[config.mk]
export PLATFORM = sky130hd
export DESIGN_NAME = sgmii_autoneg
export DESIGN_NICKNAME = d
export VERILOG_FILES = /design/src/rtl/sgmii_pkg.sv /design/src/rtl/sgmii_an_timer.sv /design/src/rtl/sgmii_autoneg.sv
export SDC_FILE = /design/constraint.sdc
export NUM_CORES = 1
export LEC_CHECK = 0
export CAP_MARGIN = 30
export CORE_UTILIZATION = 41
export CTS_CLUSTER_DIAMETER = 40
export DETAILED_ROUTE_END_ITERATION = 8
export GPL_TIMING_DRIVEN = 0
export PLACE_DENSITY = 0.62
export SLEW_MARGIN = 30
export SYNTH_ARGS = -nofsm -noshare
export SYNTH_HDL_FRONTEND = slang
export SYNTH_SLANG_ARGS = --single-unit
export TNS_END_PERCENT = 20
[constraint.sdc]
create_clock -name clock -period 2.75 [get_ports clock]
set_clock_uncertainty 0.05 [all_clocks]
set_input_delay 0.4125 -clock clock [delete_from_list [all_inputs] [get_ports clock]]
set_output_delay 0.4125 -clock clock [all_outputs]
set_load 0.02 [all_outputs]
[src/rtl/sgmii_pkg.sv]
// rtl/sgmii_pkg.sv - shared state encoding and bit positions for SGMII auto-negotiation
package sgmii_pkg;

  typedef enum logic [2:0] {
    AN_RESTART,
    ABILITY_DETECT,
    ACK_DETECT,
    COMPLETE_ACK,
    IDLE_DETECT,
    LINK_OK
  } an_state_e;

  localparam int ST_AN_DONE  = 0;
  localparam int ST_LINK_UP  = 1;
  localparam int ST_SPEED_LO = 2;
  localparam int ST_SPEED_HI = 3;
  localparam int ST_DUPLEX   = 4;
  localparam int ST_AN_BUSY  = 5;

  localparam int CW_SPEED_LO = 10;
  localparam int CW_SPEED_HI = 11;
  localparam int CW_DUPLEX   = 12;
  localparam int CW_ACK      = 14;
  localparam int CW_LINK     = 15;

  localparam logic [15:0] CW_ACK_MASK = 16'h4000;

  // Config words are compared with the acknowledge bit masked out.
  function automatic logic cw_match_no_ack(input logic [15:0] a, input logic [15:0] b);
    return ((a ^ b) & ~CW_ACK_MASK) == 16'h0000;
  endfunction

endpackage

[src/rtl/sgmii_an_timer.sv]
// rtl/sgmii_an_timer.sv - link_timer: saturating counter cleared on every state entry
module sgmii_an_timer #(
  parameter int LINK_TIMER = 200000
) (
  input  logic clock,
  input  logic reset_n,
  input  logic clear,
  output logic expired
);

  localparam int CNT_W = (LINK_TIMER > 1) ? $clog2(LINK_TIMER) : 1;
  localparam logic [CNT_W-1:0] CNT_LAST = CNT_W'(LINK_TIMER - 1);

  logic [CNT_W-1:0] count;

  // Saturating at the last value keeps expired asserted until the next clear.
  always_ff @(posedge clock or negedge reset_n) begin
    if (!reset_n) begin
      count <= '0;
    end else if (clear) begin
      count <= '0;
    end else if (count != CNT_LAST) begin
      count <= count + CNT_W'(1);
    end
  end

  assign expired = (count == CNT_LAST);

endmodule

[src/rtl/sgmii_autoneg.sv]
// rtl/sgmii_autoneg.sv - SGMII MAC-side clause 37 style auto-negotiation state machine
module sgmii_autoneg
  import sgmii_pkg::*;
#(
  parameter int          LINK_TIMER    = 200000,
  parameter int          MATCH_COUNT   = 3,
  parameter logic [15:0] LOCAL_ABILITY = 16'h4001
) (
  input  logic        clock,
  input  logic        reset_n,
  input  logic        rx_sync,
  input  logic        rx_config_valid,
  input  logic [15:0] rx_config_word,
  input  logic        rx_idle_valid,
  input  logic        an_restart_config,
  output logic        tx_config_en,
  output logic [15:0] tx_config_word,
  output logic [15:0] eth_status
);

  localparam int               MC_W   = $clog2(MATCH_COUNT + 1);
  localparam logic [MC_W-1:0]  MC_MAX = MC_W'(MATCH_COUNT);
  localparam logic [15:0] ABILITY_WORD = LOCAL_ABILITY & ~CW_ACK_MASK;
  localparam logic [15:0] ACK_WORD     = LOCAL_ABILITY | CW_ACK_MASK;

  an_state_e        state, state_next;
  logic [15:0]      partner_word, partner_next;
  logic [15:0]      last_word, last_next;
  logic [MC_W-1:0]  match_cnt, match_next;
  logic [MC_W-1:0]  idle_cnt, idle_next;
  logic             restart_req;
  logic             timer_clear;
  logic             timer_expired;
  logic             tx_en_next;
  logic [15:0]      tx_word_next;
  logic [15:0]      status_next;

  sgmii_an_timer #(
    .LINK_TIMER(LINK_TIMER)
  ) u_timer (
    .clock  (clock),
    .reset_n(reset_n),
    .clear  (timer_clear),
    .expired(timer_expired)
  );

  always_ff @(posedge clock or negedge reset_n) begin
    if (!reset_n) begin
      state <= AN_RESTART;
    end else begin
      state <= state_next;
    end
  end

  always_comb begin
    state_next   = state;
    partner_next = partner_word;
    last_next    = last_word;
    match_next   = match_cnt;
    idle_next    = idle_cnt;
    restart_req  = !rx_sync || an_restart_config ||
                   (rx_config_valid && (rx_config_word == 16'h0000));

    if ((state != AN_RESTART) && restart_req) begin
      state_next = AN_RESTART;
    end else begin
      case (state)
        AN_RESTART: begin
          if (timer_expired && !an_restart_config) state_next = ABILITY_DETECT;
        end
        ABILITY_DETECT: begin
          if (rx_config_valid) begin
            // A differing word counts as the first of a new run, not zero.
            if ((match_cnt != '0) && cw_match_no_ack(rx_config_word, last_word)) begin
              match_next = (match_cnt == MC_MAX) ? MC_MAX : match_cnt + MC_W'(1);
            end else begin
              match_next = MC_W'(1);
            end
            last_next = rx_config_word;
            if (match_next == MC_MAX) begin
              state_next   = ACK_DETECT;
              partner_next = rx_config_word;
            end
          end
        end
        ACK_DETECT: begin
          if (rx_config_valid) begin
            if (!cw_match_no_ack(rx_config_word, partner_word)) begin
              state_next = AN_RESTART;
            end else if (rx_config_word[CW_ACK]) begin
              match_next = (match_cnt == MC_MAX) ? MC_MAX : match_cnt + MC_W'(1);
              if (match_next == MC_MAX) state_next = COMPLETE_ACK;
            end else begin
              match_next = '0;
            end
          end
        end
        COMPLETE_ACK: begin
          if (timer_expired) state_next = IDLE_DETECT;
        end
        IDLE_DETECT: begin
          if (rx_config_valid) begin
            idle_next = '0;
          end else if (rx_idle_valid && (idle_cnt != MC_MAX)) begin
            idle_next = idle_cnt + MC_W'(1);
          end
          if ((idle_next == MC_MAX) && timer_expired) state_next = LINK_OK;
        end
        LINK_OK: begin
          state_next = LINK_OK;
        end
        default: state_next = AN_RESTART;
      endcase
    end

    if (state_next != state) begin
      match_next = '0;
      idle_next  = '0;
    end
  end

  assign timer_clear = (state_next != state);

  // Outputs are decoded from the next state so they register alongside it.
  always_comb begin
    tx_en_next              = 1'b1;
    tx_word_next            = 16'h0000;
    status_next             = 16'h0000;
    status_next[ST_AN_BUSY] = 1'b1;
    case (state_next)
      ABILITY_DETECT: tx_word_next = ABILITY_WORD;
      ACK_DETECT,
      COMPLETE_ACK:   tx_word_next = ACK_WORD;
      IDLE_DETECT:    tx_en_next   = 1'b0;
      LINK_OK: begin
        tx_en_next                            = 1'b0;
        status_next                           = 16'h0000;
        status_next[ST_AN_DONE]               = 1'b1;
        status_next[ST_LINK_UP]               = partner_next[CW_LINK];
        status_next[ST_SPEED_HI:ST_SPEED_LO]  = partner_next[CW_SPEED_HI:CW_SPEED_LO];
        status_next[ST_DUPLEX]                = partner_next[CW_DUPLEX];
      end
      default: tx_word_next = 16'h0000;
    endcase
  end

  always_ff @(posedge clock or negedge reset_n) begin
    if (!reset_n) begin
      partner_word   <= 16'h0000;
      last_word      <= 16'h0000;
      match_cnt      <= '0;
      idle_cnt       <= '0;
      tx_config_en   <= 1'b1;
      tx_config_word <= 16'h0000;
      eth_status     <= 16'h0020;
    end else begin
      partner_word   <= partner_next;
      last_word      <= last_next;
      match_cnt      <= match_next;
      idle_cnt       <= idle_next;
      tx_config_en   <= tx_en_next;
      tx_config_word <= tx_word_next;
      eth_status     <= status_next;
    end
  end

endmodule

Word level (Yosys, flattened, before mapping) --
Index checks and enable logic that the tools add are counted.
Storage, ports and cells: register bits 90, word-level logic and storage cells 102
Operators by class: add/sub/neg operators 3, equal/unequal tests 22, mux-type cells 39, bitwise operators 3, reductions and logical operators 25
Operator list (count):
- $mux 16 | 4
- $logic_not 16->1 | 3
- $mux 18 | 2
- $mux 2 | 18
- $xor 16x16->16 | 2
- $mux 3 | 10
- $pmux 15 s2 | 1
- $add 18x1->18 const B | 1
- $eq 18x18->1 const B | 1
- $ne 18x18->1 const B | 1
- $pmux 3 s6 | 1
- $eq 3x2->1 const B | 4
- $eq 3x3->1 const B | 4
- $ne 3x3->1 const B | 3
- $eq 2x2->1 const B | 4
- $eq 3x1->1 const B | 2
- $logic_and 1x1->1 | 6
- $mux 6 | 1
- $reduce_bool 2->1 | 3
- $reduce_bool 3->1 | 2
- $reduce_and 5->1 | 1
- $add 2x1->2 const B | 2
- $ne 2x2->1 const B | 2
- $pmux 2 s2 | 1
- 10 further kinds | 13

Logic depth before layout (Yosys ltp) --
Gate-level depths: netlist (run 1).
depth in word-level cells 15, mapped depth 9, gate-level depth less buffers 8

Modules after synthesis --
From an unflattened synthesis (run 1), not the netlist that was laid out.
Second synthesis, totals: cells, all modules 327, area total of the unflattened synthesis 3530.9 um2
By module, submodules not included:
- sgmii_autoneg | times used 1, cells each 232, area each 2586.2 um2
- sgmii_an_timer | times used 1, cells each 95, area each 944.7 um2

Least setup slack after synthesis (run 1) --
No wires, ideal clock.
path type reg2reg, start reg u_timer.count[6], end reg u_timer.count[2], library setup time 120 ps, arrival 2306 ps, slack 274 ps, stages on the path, launching flop included 8, cells stage by stage dfrtp_1 -> or4b_1 -> nor3_2 -> or4b_1 -> a211o_1 -> nand4_2 -> buf_4 -> nor2_1
On the way: longest elaborated chain between the ends 7, elaborated cells on any way between the ends 12, those cells by class eq/ne (3); mux (6); reduce/logical (3)
Ends and longest elaborated chain:
- start, declared | RTL line sgmii_an_timer.sv:14 | logic [CNT_W-1:0] count;
- start signal, assigned | RTL line sgmii_an_timer.sv:23 | count <= count + CNT_W'(1);
- $eq 18x18->1 | RTL line sgmii_an_timer.sv:27 | assign expired = (count == CNT_LAST);
- $logic_and 1x1->1, on equally long branches | RTL line sgmii_autoneg.sv:107, sgmii_autoneg.sv:69
- $mux 3, on equally long branches | RTL line sgmii_autoneg.sv:107, sgmii_autoneg.sv:69
- $pmux 3 s6 | RTL line sgmii_autoneg.sv:67 | case (state)
- $mux 3 | RTL line sgmii_autoneg.sv:64 | if ((state != AN_RESTART) && restart_req) begin
- $ne 3x3->1 | RTL line sgmii_autoneg.sv:122 | assign timer_clear = (state_next != state);
- $mux 18 or $reduce_bool 2->1 (tied branches)
Parallel ways exist; a longest one is shown, timed or not. A chain may end at the register's enable or synchronous reset.

Final worst setup path (run 1) --
start reg state[1], end reg u_timer.count[0]
On the way: longest elaborated chain between the ends 8, elaborated cells on any way between the ends 22, those cells by class eq/ne (6); mux (12); reduce/logical (4)
Ends and longest elaborated chain:
- start, declared | RTL line sgmii_autoneg.sv:26 | an_state_e state, state_next;
- start signal, assigned | RTL line sgmii_autoneg.sv:51 | state <= state_next;
- $mux 3 | RTL line sgmii_autoneg.sv:92 | if (match_next == MC_MAX) state_next = COMPLETE_ACK;
- $mux 3 | RTL line sgmii_autoneg.sv:90 | end else if (rx_config_word[CW_ACK]) begin
- $mux 3 | RTL line sgmii_autoneg.sv:88 | if (!cw_match_no_ack(rx_config_word, partner_word)) begin
- $mux 3 | RTL line sgmii_autoneg.sv:87 | if (rx_config_valid) begin
- $pmux 3 s6 | RTL line sgmii_autoneg.sv:67
- $mux 3 | RTL line sgmii_autoneg.sv:64
- $ne 3x3->1 (*) | RTL line sgmii_autoneg.sv:122
- $mux 18 or $reduce_bool 2->1 (tied branches)
Every way passes the cells marked *; elsewhere a longest branch is shown, timed or not.

==> key figures, run 1 <==
Synth
  – Ys Warns: 0
  – Syn Inst Count: 332
  – Post-synthesis async set-or-reset flop share: 100%
  – Post-synthesis sequential area ratio: 45.6%
  – Number of library cell types mapped by synthesis: 49
  – EDFF count, synth: 0
  – Top_reg_cell synth: dfrtp_1
  – FF+latch count, synth: 64
  – Post-Syn Area: 3520 um2
  – Syn_area_per_cell: 10.6 um2

Clock network
  – CTS tree: done
  – Later-pin clock latency in the skew report: 0.35 ns
  – Clock slew at reported path FFs: 0.08 ns
  – CTS buffer count: 9
  – Max Root-Sink Buffers: 2
  – CTS Sinks: 64
  – H-tree depth: 3
  – Root buf cell: clkbuf_8

Drt
  – Vias: 2579
  – Routed WL: 7.09 mm
  – Remaining DRCs: 0
  – Vias/cell: 5.00
  – Routed WL per cell: 13.7 um
  – Antenna-violating nets left: 0
  – DR iter-0 viols: 76
  – TritonRoute pass-1 iters: 4

Power
  – Power Internal: 1.90 mW
  – Sw frac: 35.4%
  – Static Leak: 1.97 nW
  – Switching power: 1.04 mW
  – VDD IR max: 0.478 mV
  – Overall power: 2.93 mW
  – Logic pwr share: 32.0%
  – Clock power share: 25.6%
  – Power Density: 673 nW/um2
  – Reg power frac: 42.4%

GRT
  – Largest net degree at the start of global routing: 40
  – Total global-route track usage: 17.3%
  – Grt ovf: 0
  – Initial antenna violation count: 0
  – Number of global-route vias before repair: 2444
  – First-pass GRT wire length: 11.7 mm

Placed design
  – Placed inst area: 4060 um2
  – IO Port Bufs: 30
  – Final HPWL DP: 5.23 mm
  – Dpl ws: -0.554 ns
  – Gpl congestion: 0.792

Die
  – Starting Density: 42.6%
  – Die area: 8960 um2
  – Row Count: 33
  – Die height: 94.7 um
  – Die W: 94.7 um
  – I/O pin cnt: 55
  – Total core area: 8260 um2

Timing
  – RSZ-0062 raised after global routing: yes
  – Slew margin rel.: 65.0%
  – Fin crit period: 2.67 ns
  – Setup-failing EPs final: 0
  – Pin slew with the least headroom to its limit: 0.519 ns
  – Final Slew Violations: 0
  – Fin crit share: 97.2%
  – Min setup slack post-route: 0.0757 ns
  – Fmax: 374 MHz
  – Final hold vios: 0

Critical path
  – CP Launch Type: flip-flop
  – Critical Path Fanout Max: 10
  – Crit path depth: 9
  – CP delay by family, top: simple AND/OR/NAND/NOR gates
  – Crit-path slowest cell: or4_4
  – CP cell instances: buf_4 > or3b_4 > or4_4 > nor4_4 > a32oi_1 > a211o_1 > nand4_2 > buf_4 > nor2_1
  – Worst reg2reg path depth: 9
  – Crit path arrival time: 2.86 ns
  – WS Path Type: flip-flop to flip-flop
  – Crit path launch: state[1]
  – CP max stage delay: 0.54 ns
  – Worst r2r src: state[1]
  – CP most frequent cell: buf_4
  – Worst endpoint required time: 2.94 ns
  – Bufs and invs on worst path: 2
  – Crit path capture type: flip-flop

Job
  – Max cap viols: 0

Finish
  – Highest-count cells in the layout ignoring fill and taps: dfrtp_1 (61), buf_4 (35), nor2_1 (31), mux2_2 (31), clkdlybuf4s50_1 (29)
  – Design area: 4360 um2
  – Area grow syn2layout: 23.8%
  – Commonest non-fill, non-tap cell in the layout: dfrtp_1
  – Share of cells above drive strength 1: 26.0%
  – Fin util: 52.8%
  – Final #Nets: 430
  – N_diodes: 0

Worst hold path
  – Type of the most critical hold path: primary input to async pin

Run status
  – Status: finished, final reports clean
[metal layers]
layer	track usage, %	part of all wire [%]
met1	21.6	45
met2	28.4	49
met3	4.51	4.0
met4	7.32	2.3
met5	0	0
[worst paths after layout]
check	to	slack, ns
setup / recovery	u_timer.count[0]	0.08
hold / removal	tx_config_word[14]	0.46
setup reg to reg	u_timer.count[0]	0.08
hold reg to reg	last_word[4]	0.48
max in group asynchronous	eth_status[5]	1.60
min in group clock	last_word[4]	0.48
[registers in the layout, indices dropped and copies added (netlist names)]
name	cells
state	3
tx_config_word	2
last_word	15
idle_cnt	2
eth_status	6
u_timer.count	18
partner_word	15
tx_config_en	1
match_cnt	2
[synthesized netlist by cell type, types with 4 or more instances]
cell type / n / area, um2
inv_1: 7 / 26.3
nor4_1: 11 / 68.8
and3_1: 4 / 25.0
mux2_2: 31 / 349
xor2_1: 23 / 201
nand3_1: 9 / 45.0
nand4_1: 8 / 50.1
and2_1: 5 / 31.3
buf_4: 26 / 195
xnor2_1: 20 / 175
a31oi_1: 8 / 50.1
nand2_1: 16 / 60.1
o21ai_0: 6 / 30.0
nor3_1: 9 / 45.0
dfrtp_1: 62 / 1550
nor2_1: 31 / 116
nor2b_1: 9 / 56.3
[area by class of cell]
type / instances / area [um2]
plain buffers: 31 / 224
clock buffers: 10 / 138
clock inverters: 6 / 43.8
fillers: 760 / 3900
inverters: 7 / 26.3
multi-input cells: 253 / 1800
flip-flops and latches: 64 / 1610
well taps: 105 / 131
repair buffers: 40 / 388
[through the flow]
step | hold slack (ns) | TNS, ns | instances
finish | 0.457 | 0 | 516
global route | 0.484 | -0.407 | 516
CTS | 0.467 | -0.839 | 508
detailed placement | 0.301 | -22.62 | 491
global placement | 0.458 | -81.39 | 490
floorplan | 0.0669 | 0 | 355
[timing repair]
item / 4_1_cts / 5_1_grt
hold endpoints to repair: 24 / 0
endpoints found under the setup margin: 42 / 45
gates cloned: 0 / 0
hold buffers: 1 / 0
pin swaps: 0 / 4
setup buffers: 0 / 8
resized for setup: 2 / 8
[power by group through the flow]
stage	Combinational, mW	Clock [mW]	Sequential (mW)
floorplan	0.671	0	1.24
global placement	0.892	0	1.25
detailed placement	0.917	0	1.26
CTS	0.926	0.775	1.24
global route	1.04	0.811	1.27
finish	0.939	0.752	1.24
[cell families after synthesis]
kind of cell,count (synthesis),share of synthesized area (%)
buf+inv,38,7.11
flops,64,45.6
mux,33,10.5
xor+xnor,43,10.7
simple gates,120,19.0
compound gates,31,6.29
other cells,1,0.107
fa+ha+maj,2,0.711
(Power assumes the default switching activity.)
==> run 2: changes to the inputs <==
CTS_CLUSTER_SIZE = 24   (was not set)
==> results of run 2 <==
The final DEF is identical to that of run 1; final timing and power are the same.
==> run 3: changes to the inputs <==
CAP_MARGIN = 20   (was 30)
CORE_MARGIN = 2   (was not set)
==> run 3 against run 2 <==
  * Die area grew 4.3%
  * Register-to-register slack is essentially flat
  * Sequential cell count is the same
  * Sequential power is essentially flat
  * Utilization grew 1.7 points
  * Power grew 5.3%
  * Via count grew 2.4%
  * Sequential share of layout area shrank 1.1 points
  * Maximum frequency grew 0.56%
  * Combinational power grew 13%
  * Count of clock-buffer cells in the layout grew 4
  * Setup slack gained 0.015 ns
  * Critical path type unchanged
  * Largest cell class unchanged
==> key figures, run 3 (synthesized netlist as in run 1, its figures left out) <==
Run status
  – Status: finished, final reports clean

Clock network
  – Max Root-Sink Buffers: 2
  – CTS Sinks: 64
  – H-tree depth: 3
  – Clock slew at reported path FFs: 0.08 ns
  – Later-pin clock latency in the skew report: 0.35 ns
  – CTS buffer count: 9
  – CTS tree: done
  – Root buf cell: clkbuf_8

Finish
  – Area grow syn2layout: 27.8%
  – Final #Nets: 439
  – Highest-count cells in the layout ignoring fill and taps: dfrtp_1 (61), buf_4 (41), mux2_2 (31)
  – Commonest non-fill, non-tap cell in the layout: dfrtp_1
  – Design area: 4500 um2
  – Max reg flops: 18
  – Share of cells above drive strength 1: 28.6%
  – Biggest register: u_timer.count
  – N_diodes: 0
  – Fillers: 747
  – Biggest regs: u_timer.count x18, last_word x15, partner_word x15

Worst hold path
  – Hold path start: rx_config_word[12]
  – Type of the most critical hold path: primary input to flip-flop
  – WHS Path Cells: 2
  – Hold Path End: last_word[12]

GRT
  – First-pass GRT wire length: 12.4 mm
  – Initial antenna violation count: 0
  – Number of global-route vias before repair: 2564
  – Total global-route track usage: 16.4%
  – Grt ovf: 0
  – Largest net degree at the start of global routing: 40

Drt
  – Routed WL: 7.47 mm
  – DR iter-0 viols: 73
  – Antenna-violating nets left: 0
  – Remaining DRCs: 0
  – TritonRoute pass-1 iters: 4
  – Routed WL per cell: 14.2 um
  – Vias: 2640
  – Vias/cell: 5.03

Timing
  – Fin crit share: 96.7%
  – Final hold vios: 0
  – Fin crit period: 2.66 ns
  – Pin slew with the least headroom to its limit: 0.531 ns
  – Setup-failing EPs final: 0
  – Worst hold slack: 0.427 ns
  – TNS Setup: 0 ns
  – RSZ-0062 raised after global routing: yes
  – Final Slew Violations: 0
  – Fmax: 376 MHz
  – Slew margin rel.: 64.3%

Critical path
  – CP max stage delay: 0.58 ns
  – Worst r2r src: u_timer.count[6]
  – Crit path arrival time: 2.84 ns
  – Crit path capture type: flip-flop
  – WS Path Type: flip-flop to flip-flop
  – Critical Path Fanout Max: 7
  – R2r endpoint: match_cnt[0]
  – Worst endpoint required time: 2.93 ns
  – Worst reg2reg path depth: 7
  – R2r setup slk: 0.09 ns
  – Crit-path slowest cell: or4b_1
  – CP Launch Type: flip-flop
  – CP cell instances: or4b_1 > nor3_4 > or4b_4 > a211o_1 > nand4_4 > buf_4 > nor2_1

Die
  – Total core area: 8260 um2
  – I/O pin cnt: 55
  – Die area: 9340 um2
  – Starting Density: 42.6%
  – Die W: 96.7 um
  – Row Count: 33
  – Die height: 96.7 um

Placed design
  – Placed inst area: 4060 um2
  – Final HPWL DP: 5.30 mm
  – Gpl congestion: 0.800
  – IO Port Bufs: 30

Job
  – Max cap viols: 0

Power
  – Power Density: 687 nW/um2
  – VDD IR max: 0.370 mV
  – Static Leak: 2.08 nW
## run 3: cell types whose count changed in the layout (fill, tap and decap cells not counted), moves of 3 or more
cell	previous run	this run
nor2_2	0	3
dlymetal6s2s_1	0	3
clkdlybuf4s50_1	29	26
clkbuf_8	10	13
buf_6	1	4
buf_4	35	41
nor2_1	31	28
clkinvlp_4	4	1
## run 3: area by class of cell
type	count	area [um2]	area share (%)
clock inverters	2	12.5	0.278
well taps	105	131	2.92
flip-flops and latches	64	1610	35.7
inverters	7	26.3	0.584
multi-input cells	253	1840	40.9
plain buffers	31	231	5.15
repair buffers	49	467	10.4
clock buffers	14	183	4.06
## run 3: how the worst max path moves through the flow
stage	startpoint	endpoint	slack, ns	cells past startpoint
2_1_floorplan	u_timer.count[6]	u_timer.count[2]	0.27	7
3_3_place_gp	reset_n	eth_status[1]	-1.01	1
3_5_place_dp	rx_config_word[7]	last_word[10]	-0.57	8
4_1_cts	rx_config_word[7]	last_word[10]	-0.01	8
5_1_grt	state[0]	u_timer.count[7]	-0.01	8
6_report	u_timer.count[6]	match_cnt[0]	0.09	7
## run 3: critical path, delay by kind of cell, from the launching register on
family	cells	cell delay (ns)
AND/OR/NAND/NOR	5	1.56
flip-flops	1	0.45
AO/OA/AOI/OAI	1	0.31
buffers and inverters	1	0.17
## run 3: metal layers
metal / global-route usage (%) / up-vias / part of all wire, %
met2: 27.1 / 71 / 49
met1: 20.9 / 1273 / 45
met5: 0 / - / 0
met3: 3.25 / 12 / 4.2
met4: 7.26 / 0 / 1.9
li1: - / 1284 / -
## run 3: stage by stage
| stage | power, mW | instances | util [%] | worst slack [ns] |
|---|---|---|---|---|
| after detailed placement | 2.18 | 491 | 49.1 | -0.565 |
| after floorplan | 1.92 | 355 | - | 0.274 |
| after global placement | 2.15 | 490 | 48.9 | -1.01 |
| after global routing | 3.27 | 525 | 54.5 | -0.0107 |
| after CTS | 2.99 | 508 | 52.0 | -0.0122 |
| final | 3.09 | 525 | 54.5 | 0.0905 |
## run 3: what timing repair did
action | CTS | global route
hold endpoints to repair | 24 | 0
hold buffers | 1 | 0
setup buffers | 0 | 15
gates cloned | 0 | 2
endpoints found under the setup margin | 42 | 42
pin swaps | 0 | 9
resized for setup | 5 | 22
## run 3: power by group
part           internal (mW)  total (mW)  switching (mW)
Clock                  0.425       0.792           0.367
Combinational          0.495        1.06           0.560
Sequential              1.11        1.24           0.128
